File: src/rtl/fa_accumulator_pkg.sv
`default_nettype none
// ============================================================================
// Module      : fa_accumulator_pkg
// Description : Shared FSM state encoding for the burst accumulator.
// Revision    : 1.0 - initial release
// ============================================================================
package fa_accumulator_pkg;

    typedef enum logic [1:0] {
        ST_IDLE = 2'd0,
        ST_ACC  = 2'd1,
        ST_DONE = 2'd2
    } state_t;

endpackage : fa_accumulator_pkg
`default_nettype wire

File: src/rtl/fa_accumulator_if.sv
`default_nettype none
// ============================================================================
// Module      : fa_accumulator_if
// Description : Operand/result valid-ready streams of the burst accumulator.
// Revision    : 1.0 - initial release
// ============================================================================
interface fa_accumulator_if #(
    parameter int SIZE = 8
);
    logic            start;
    logic            in_valid;
    logic            in_ready;
    logic [SIZE-1:0] in_data;
    logic            out_valid;
    logic            out_ready;
    logic [SIZE-1:0] out_sum;
    logic            out_ovf;
    logic            busy;

    modport master (
        output start, in_valid, in_data, out_ready,
        input  in_ready, out_valid, out_sum, out_ovf, busy
    );

    modport slave (
        input  start, in_valid, in_data, out_ready,
        output in_ready, out_valid, out_sum, out_ovf, busy
    );
endinterface : fa_accumulator_if
`default_nettype wire

File: src/rtl/fa_multi_bit.sv
`default_nettype none
// ============================================================================
// Module      : fa_multi_bit
// Description : SIZE-bit ripple-carry adder built from full-adder cells.
// Revision    : 1.0 - initial release
// ============================================================================
module fa_multi_bit #(
    parameter int SIZE = 8
) (
    input  logic [SIZE-1:0] a,
    input  logic [SIZE-1:0] b,
    input  logic            ci,
    output logic [SIZE-1:0] s,
    output logic [SIZE:0]   co
);

    // co[i] is the carry into bit i; co[SIZE] is the carry out of the MSB.
    always_comb begin
        logic c;
        c     = ci;
        co[0] = ci;
        s     = '0;
        for (int i = 0; i < SIZE; i++) begin
            s[i]    = a[i] ^ b[i] ^ c;
            c       = (a[i] & b[i]) | (c & (a[i] ^ b[i]));
            co[i+1] = c;
        end
    end

endmodule : fa_multi_bit
`default_nettype wire

File: src/rtl/fa_accumulator.sv
`default_nettype none
// ============================================================================
// Module      : fa_accumulator
// Description : Sums a burst of COUNT operands; sum and sticky overflow out.
// Revision    : 1.0 - initial release
// ============================================================================
module fa_accumulator
    import fa_accumulator_pkg::*;
#(
    parameter int SIZE  = 8,
    parameter int COUNT = 4
) (
    input  logic              clk,
    input  logic              rst_n,
    fa_accumulator_if.slave   bus
);

    localparam int CW = $clog2(COUNT + 1);

    state_t          state_q, state_d;
    logic [SIZE-1:0] acc_q,   acc_d;
    logic            ovf_q,   ovf_d;
    logic [CW-1:0]   cnt_q,   cnt_d;

    logic [SIZE-1:0] sum;
    logic [SIZE:0]   carry;
    logic            unused_low_carries;

    fa_multi_bit #(
        .SIZE (SIZE)
    ) u_adder (
        .a  (acc_q),
        .b  (bus.in_data),
        .ci (1'b0),
        .s  (sum),
        .co (carry)
    );

    assign unused_low_carries = ^carry[SIZE-1:0];

    always_comb begin
        state_d = state_q;
        acc_d   = acc_q;
        ovf_d   = ovf_q;
        cnt_d   = cnt_q;
        unique case (state_q)
            ST_IDLE: begin
                if (bus.start) begin
                    state_d = ST_ACC;
                    acc_d   = '0;
                    ovf_d   = 1'b0;
                    cnt_d   = '0;
                end
            end
            ST_ACC: begin
                if (bus.in_valid) begin
                    acc_d = sum;
                    ovf_d = ovf_q | carry[SIZE];
                    cnt_d = cnt_q + CW'(1);
                    if (cnt_q == CW'(COUNT - 1)) begin
                        state_d = ST_DONE;
                    end
                end
            end
            ST_DONE: begin
                if (bus.out_ready) begin
                    state_d = ST_IDLE;
                end
            end
            default: state_d = ST_IDLE;
        endcase
    end

    always_ff @(posedge clk or negedge rst_n) begin
        if (!rst_n) begin
            state_q <= ST_IDLE;
            acc_q   <= '0;
            ovf_q   <= 1'b0;
            cnt_q   <= '0;
        end else begin
            state_q <= state_d;
            acc_q   <= acc_d;
            ovf_q   <= ovf_d;
            cnt_q   <= cnt_d;
        end
    end

    // Handshake outputs decode only the state register.
    assign bus.in_ready  = (state_q == ST_ACC);
    assign bus.out_valid = (state_q == ST_DONE);
    assign bus.out_sum   = acc_q;
    assign bus.out_ovf   = ovf_q;
    assign bus.busy      = (state_q != ST_IDLE);

endmodule : fa_accumulator
`default_nettype wire

File: src/flat_wrapper.sv
// flat-port wrapper written by rule: the top's interface ports become plain ports
module fa_accumulator_flat import fa_accumulator_pkg::*;
#(
    parameter int SIZE  = 8,
    parameter int COUNT = 4
)
  (clk, rst_n, bus_start, bus_in_valid, bus_in_data, bus_out_ready, bus_in_ready, bus_out_valid, bus_out_sum, bus_out_ovf, bus_busy);
  fa_accumulator_if #(.SIZE(SIZE)) bus_i ();
  input  logic clk;
  input  logic rst_n;
  input wire logic [$bits(bus_i.start)-1:0] bus_start;
  input wire logic [$bits(bus_i.in_valid)-1:0] bus_in_valid;
  input wire logic [$bits(bus_i.in_data)-1:0] bus_in_data;
  input wire logic [$bits(bus_i.out_ready)-1:0] bus_out_ready;
  output wire logic [$bits(bus_i.in_ready)-1:0] bus_in_ready;
  output wire logic [$bits(bus_i.out_valid)-1:0] bus_out_valid;
  output wire logic [$bits(bus_i.out_sum)-1:0] bus_out_sum;
  output wire logic [$bits(bus_i.out_ovf)-1:0] bus_out_ovf;
  output wire logic [$bits(bus_i.busy)-1:0] bus_busy;
  assign bus_i.start = bus_start;
  assign bus_i.in_valid = bus_in_valid;
  assign bus_i.in_data = bus_in_data;
  assign bus_i.out_ready = bus_out_ready;
  assign bus_in_ready = bus_i.in_ready;
  assign bus_out_valid = bus_i.out_valid;
  assign bus_out_sum = bus_i.out_sum;
  assign bus_out_ovf = bus_i.out_ovf;
  assign bus_busy = bus_i.busy;
  fa_accumulator #(.SIZE(SIZE), .COUNT(COUNT)) u_core (.clk(clk), .rst_n(rst_n), .bus(bus_i));
endmodule
File: config.mk
export PLATFORM = sky130hd
export DESIGN_NAME = fa_accumulator_flat
export DESIGN_NICKNAME = d
export VERILOG_FILES = /design/src/rtl/fa_accumulator_pkg.sv /design/src/rtl/fa_accumulator_if.sv /design/src/rtl/fa_multi_bit.sv /design/src/rtl/fa_accumulator.sv /design/src/flat_wrapper.sv
export SDC_FILE = /design/constraint.sdc
export NUM_CORES = 1
export LEC_CHECK = 0
export CORE_UTILIZATION = 34
export CTS_CLUSTER_DIAMETER = 60
export DETAILED_ROUTE_END_ITERATION = 12
export GPL_TIMING_DRIVEN = 1
export PLACE_DENSITY = 0.65
export RECOVER_POWER = 100
export SLEW_MARGIN = 15
export SYNTH_ARGS = -nofsm -noshare
export SYNTH_HDL_FRONTEND = slang
export SYNTH_SLANG_ARGS = --single-unit
File: constraint.sdc
create_clock -name clk -period 4.3 [get_ports clk]
set_clock_uncertainty 0.2 [all_clocks]
set_input_delay 0.86 -clock clk [delete_from_list [all_inputs] [get_ports clk]]
set_output_delay 0.86 -clock clk [all_outputs]
set_load 0.005 [all_outputs]
==> insert_results.sql <==
INSERT INTO impl_metrics (metric_group, metric, value, unit) VALUES
('yosys', 'syn_std_cell_area', '985', 'sq um'),
('power_and_ir_drop', 'power_density', '574', 'mW/mm^2'),
('yosys', 'synth_top_area_share', '35.6', '%'),
('routing', 'vias', '766', ''),
('clock_network', 'hold_buffers', '0', ''),
('sta', 'max_clock_freq', '242', 'MHz'),
('placed_design', 'post-place-cells', '145', ''),
('floorplan', 'die_area', '0.00312', 'sq mm'),
('sta', 'min_period_over_period', '95.9', '%'),
('placed_design', 'preCtsSetupSlack', '-0.217', 'ns'),
('power_and_ir_drop', 'power.total', '0.718', 'mW'),
('yosys', 'post-synth-top-count-cell', 'inv_1', ''),
('critical_path', 'critPathLaunchType', 'primary input', ''),
('power_and_ir_drop', 'p_sw', '0.282', 'mW'),
('clock_network', 'cts_tree', 'built', ''),
('clock_network', 'cts.reportedPaths.clkPinSlew', '0.08', 'ns'),
('power_and_ir_drop', 'comb_power_share', '52.3', '%'),
('yosys', 'mean_post_synth_cell_area', '10.5', 'sq um'),
('routing', 'drt_wl_total', '2080', 'microns'),
('sta', 'timing.final.hold_violations', '0', ''),
('floorplan', 'fp.dieH', '55.8', 'microns'),
('global_route', 'grtUsageMet2', '24.8', '%'),
('layout', 'synthToLayoutAreaGrowth', '27.2', '%'),
('global_route', 'maximum_number_of_pins_on_one_net_before_global_route_repair', '27', ''),
('yosys', 'synth-main-ff-cell', 'dfrtp_1', ''),
('layout', 'final_area', '0.00125', 'sq mm'),
('floorplan', 'start_util', '35.7', '%'),
('critical_path', 'r2r_cells', '14', ''),
('clock_network', 'post_cts.resized_instances', '0', ''),
('global_route', 'grtUsageMet3', '2.79', '%'),
('sta', 'slew-limit-headroom', '49.5', '%'),
('placed_design', 'dp_hpwl', '1400', 'microns'),
('sta', 'max_slew.worst_pin.slew', '0.758', 'ns'),
('sta', 'rsz0062_at_grt', 'no', ''),
('layout', 'multiInputGateArea', '526', 'sq um'),
('yosys', 'post_synth_most_frequent_cells', 'inv_1 (20), dfrtp_1 (14), fa_1 (7), nand2_1 (7)', ''),
('worst_hold_path', 'worst_hold_startpoint', 'u_core.bus.out_ovf$_DFFE_PN0P_', ''),
('power_and_ir_drop', 'switching_part_of_the_total', '39.3', '%'),
('floorplan', 'row_count', '19', ''),
('routing', 'drt_drc_violations_left', '0', ''),
('clock_network', 'max_root_sink_buffers', '2', ''),
('global_route', 'antenna_violations_before_repair', '0', ''),
('yosys', 'fraction_of_registers_with_async_set_reset', '100', '%'),
('critical_path', 'required', '4.25', 'ns'),
('critical_path', 'data_arrival_time_of_the_critical_path', '4.07', 'ns'),
('run_status', 'run_status', 'completed', ''),
('yosys', 'synthCells', '94', ''),
('yosys', 'mappedNetlistNets', '117', ''),
('yosys', 'postSynthRegisterBits', '14', ''),
('critical_path', 'critical_path.max_fanout', '1', ''),
('layout', 'layout-drive-gt1-share', '12.8', '%'),
('yosys', 'synthDistinctLibCells', '24', ''),
('clock_network', 'postCtsSetupRepairBufs', '0', ''),
('global_route', 'first_global_vias', '765', ''),
('clock_network', 'numCtsBuffers', '3', ''),
('critical_path', 'rr_endpoint', 'u_core.bus.out_sum[7]$_DFFE_PN0P_', ''),
('critical_path', 'crit_path_class', 'in -> reg', ''),
('yosys', 'sequential_area_share_after_synthesis', '35.6', '%'),
('sta', 'minimum_clock_period_after_layout', '4.12', 'ns'),
('power_and_ir_drop', 'power.ir.vdd_worst', '0.294', 'mV'),
('critical_path', 'r2r_start', 'u_core.bus.out_sum[0]$_DFFE_PN0P_', ''),
('routing', 'final_antenna_net_count', '0', ''),
('critical_path', 'timing.reg2reg.setup_slack', '0.80', 'ns'),
('layout', 'fillerInstances', '273', ''),
('power_and_ir_drop', 'p_leak', '0.599', 'nW'),
('layout', 'layout.area.seq', '350', 'sq um'),
('placed_design', 'numPortBuffers', '24', ''),
('floorplan', 'total_core_area', '0.00276', 'sq mm'),
('placed_design', 'dpl-instance-area', '0.00122', 'sq mm'),
('routing', 'drtPass1Iterations', '3', ''),
('run', 'max_cap_violations', '0', '');
==> power by group through the flow <==
stage / Sequential, mW / Clock (mW) / Combinational [mW]
3_3_place_gp: 0.266 / 0 / 0.375
6_report: 0.265 / 0.0774 / 0.376
3_5_place_dp: 0.270 / 0 / 0.387
5_1_grt: 0.279 / 0.0864 / 0.430
2_1_floorplan: 0.245 / 0 / 0.257
4_1_cts: 0.267 / 0.0807 / 0.396
==> critical path, stage by stage <==
cell             delay [ns]
clkdlybuf4s50_1        0.47
ha_1                   0.14
inv_1                  0.05
fa_2                   0.34
fa_2                   0.37
fa_2                   0.36
inv_2                  0.06
fa_1                   0.16
inv_1                  0.05
fa_1                   0.35
inv_1                  0.08
fa_1                   0.18
fa_1                   0.40
nand2_1                0.07
o221ai_1               0.11
==> metal layers <==
metal / up-vias / wire, microns
li1: 367 / -
met1: 384 / 948
met2: 13 / 1070
met3: 2 / 45
met4: 0 / 21
met5: - / 0
==> final cells by class <==
type	instances	share of cell area (%)
tap	31	3.10
timing repair buffer	24	19.2
sequential	14	28.0
inverter	20	5.99
clock buffer	3	1.80
multi-input combinational	56	42.0
==> worst max-delay path by stage <==
stage / to / cells after the start
finish: u_core.bus.out_sum[7]$_DFFE_PN0P_ / 15
global route: u_core.bus.out_sum[7]$_DFFE_PN0P_ / 15
CTS: u_core.bus.out_sum[7]$_DFFE_PN0P_ / 15
detailed placement: u_core.bus.out_sum[7]$_DFFE_PN0P_ / 15
global placement: u_core.bus.out_sum[7]$_DFFE_PN0P_ / 15
floorplan: u_core.bus.out_sum[7]$_DFFE_PN0P_ / 14
==> per-stage QoR <==
stage / utilization (%) / hold slack, ns
2_1_floorplan: - / 0.295
3_3_place_gp: 44.3 / 0.302
3_5_place_dp: 44.3 / 0.311
4_1_cts: 45.1 / 0.333
5_1_grt: 45.4 / 0.368
6_report: 45.4 / 0.318
==> cell families (layout without fill, tap and decap cells) <==
kind of cell	Yosys count	count (layout)	synth area share [%]
buffers and inverters	24	47	11.8
AOI/OAI and AO/OA	16	16	15.2
and+or+nand+nor	30	30	19.3
adders and majority gates	10	10	18.0
DFF	14	14	35.6
==> state kept, by name, summed over array words and instances (netlist names) <==
signal	cells
u_core.cnt_q	3
u_core.state_q	2
u_core.bus.out_ovf	1
u_core.bus.out_sum	8
==> layout by cell type (no fill, tap or decap), types with 2 or more instances in the layout <==
cell type / instances
inv_1: 19
dlygate4sd3_1: 14
a221o_1: 6
nor2b_1: 2
ha_1: 3
nand2_1: 7
fa_2: 3
nand3b_1: 5
clkbuf_4: 3
and3b_1: 3
clkdlybuf4s50_1: 10
and3b_2: 2
o221ai_1: 6
dfrtp_1: 14
fa_1: 4
nor2_1: 5
No activity file was read; power rests on OpenSTA's default activity.
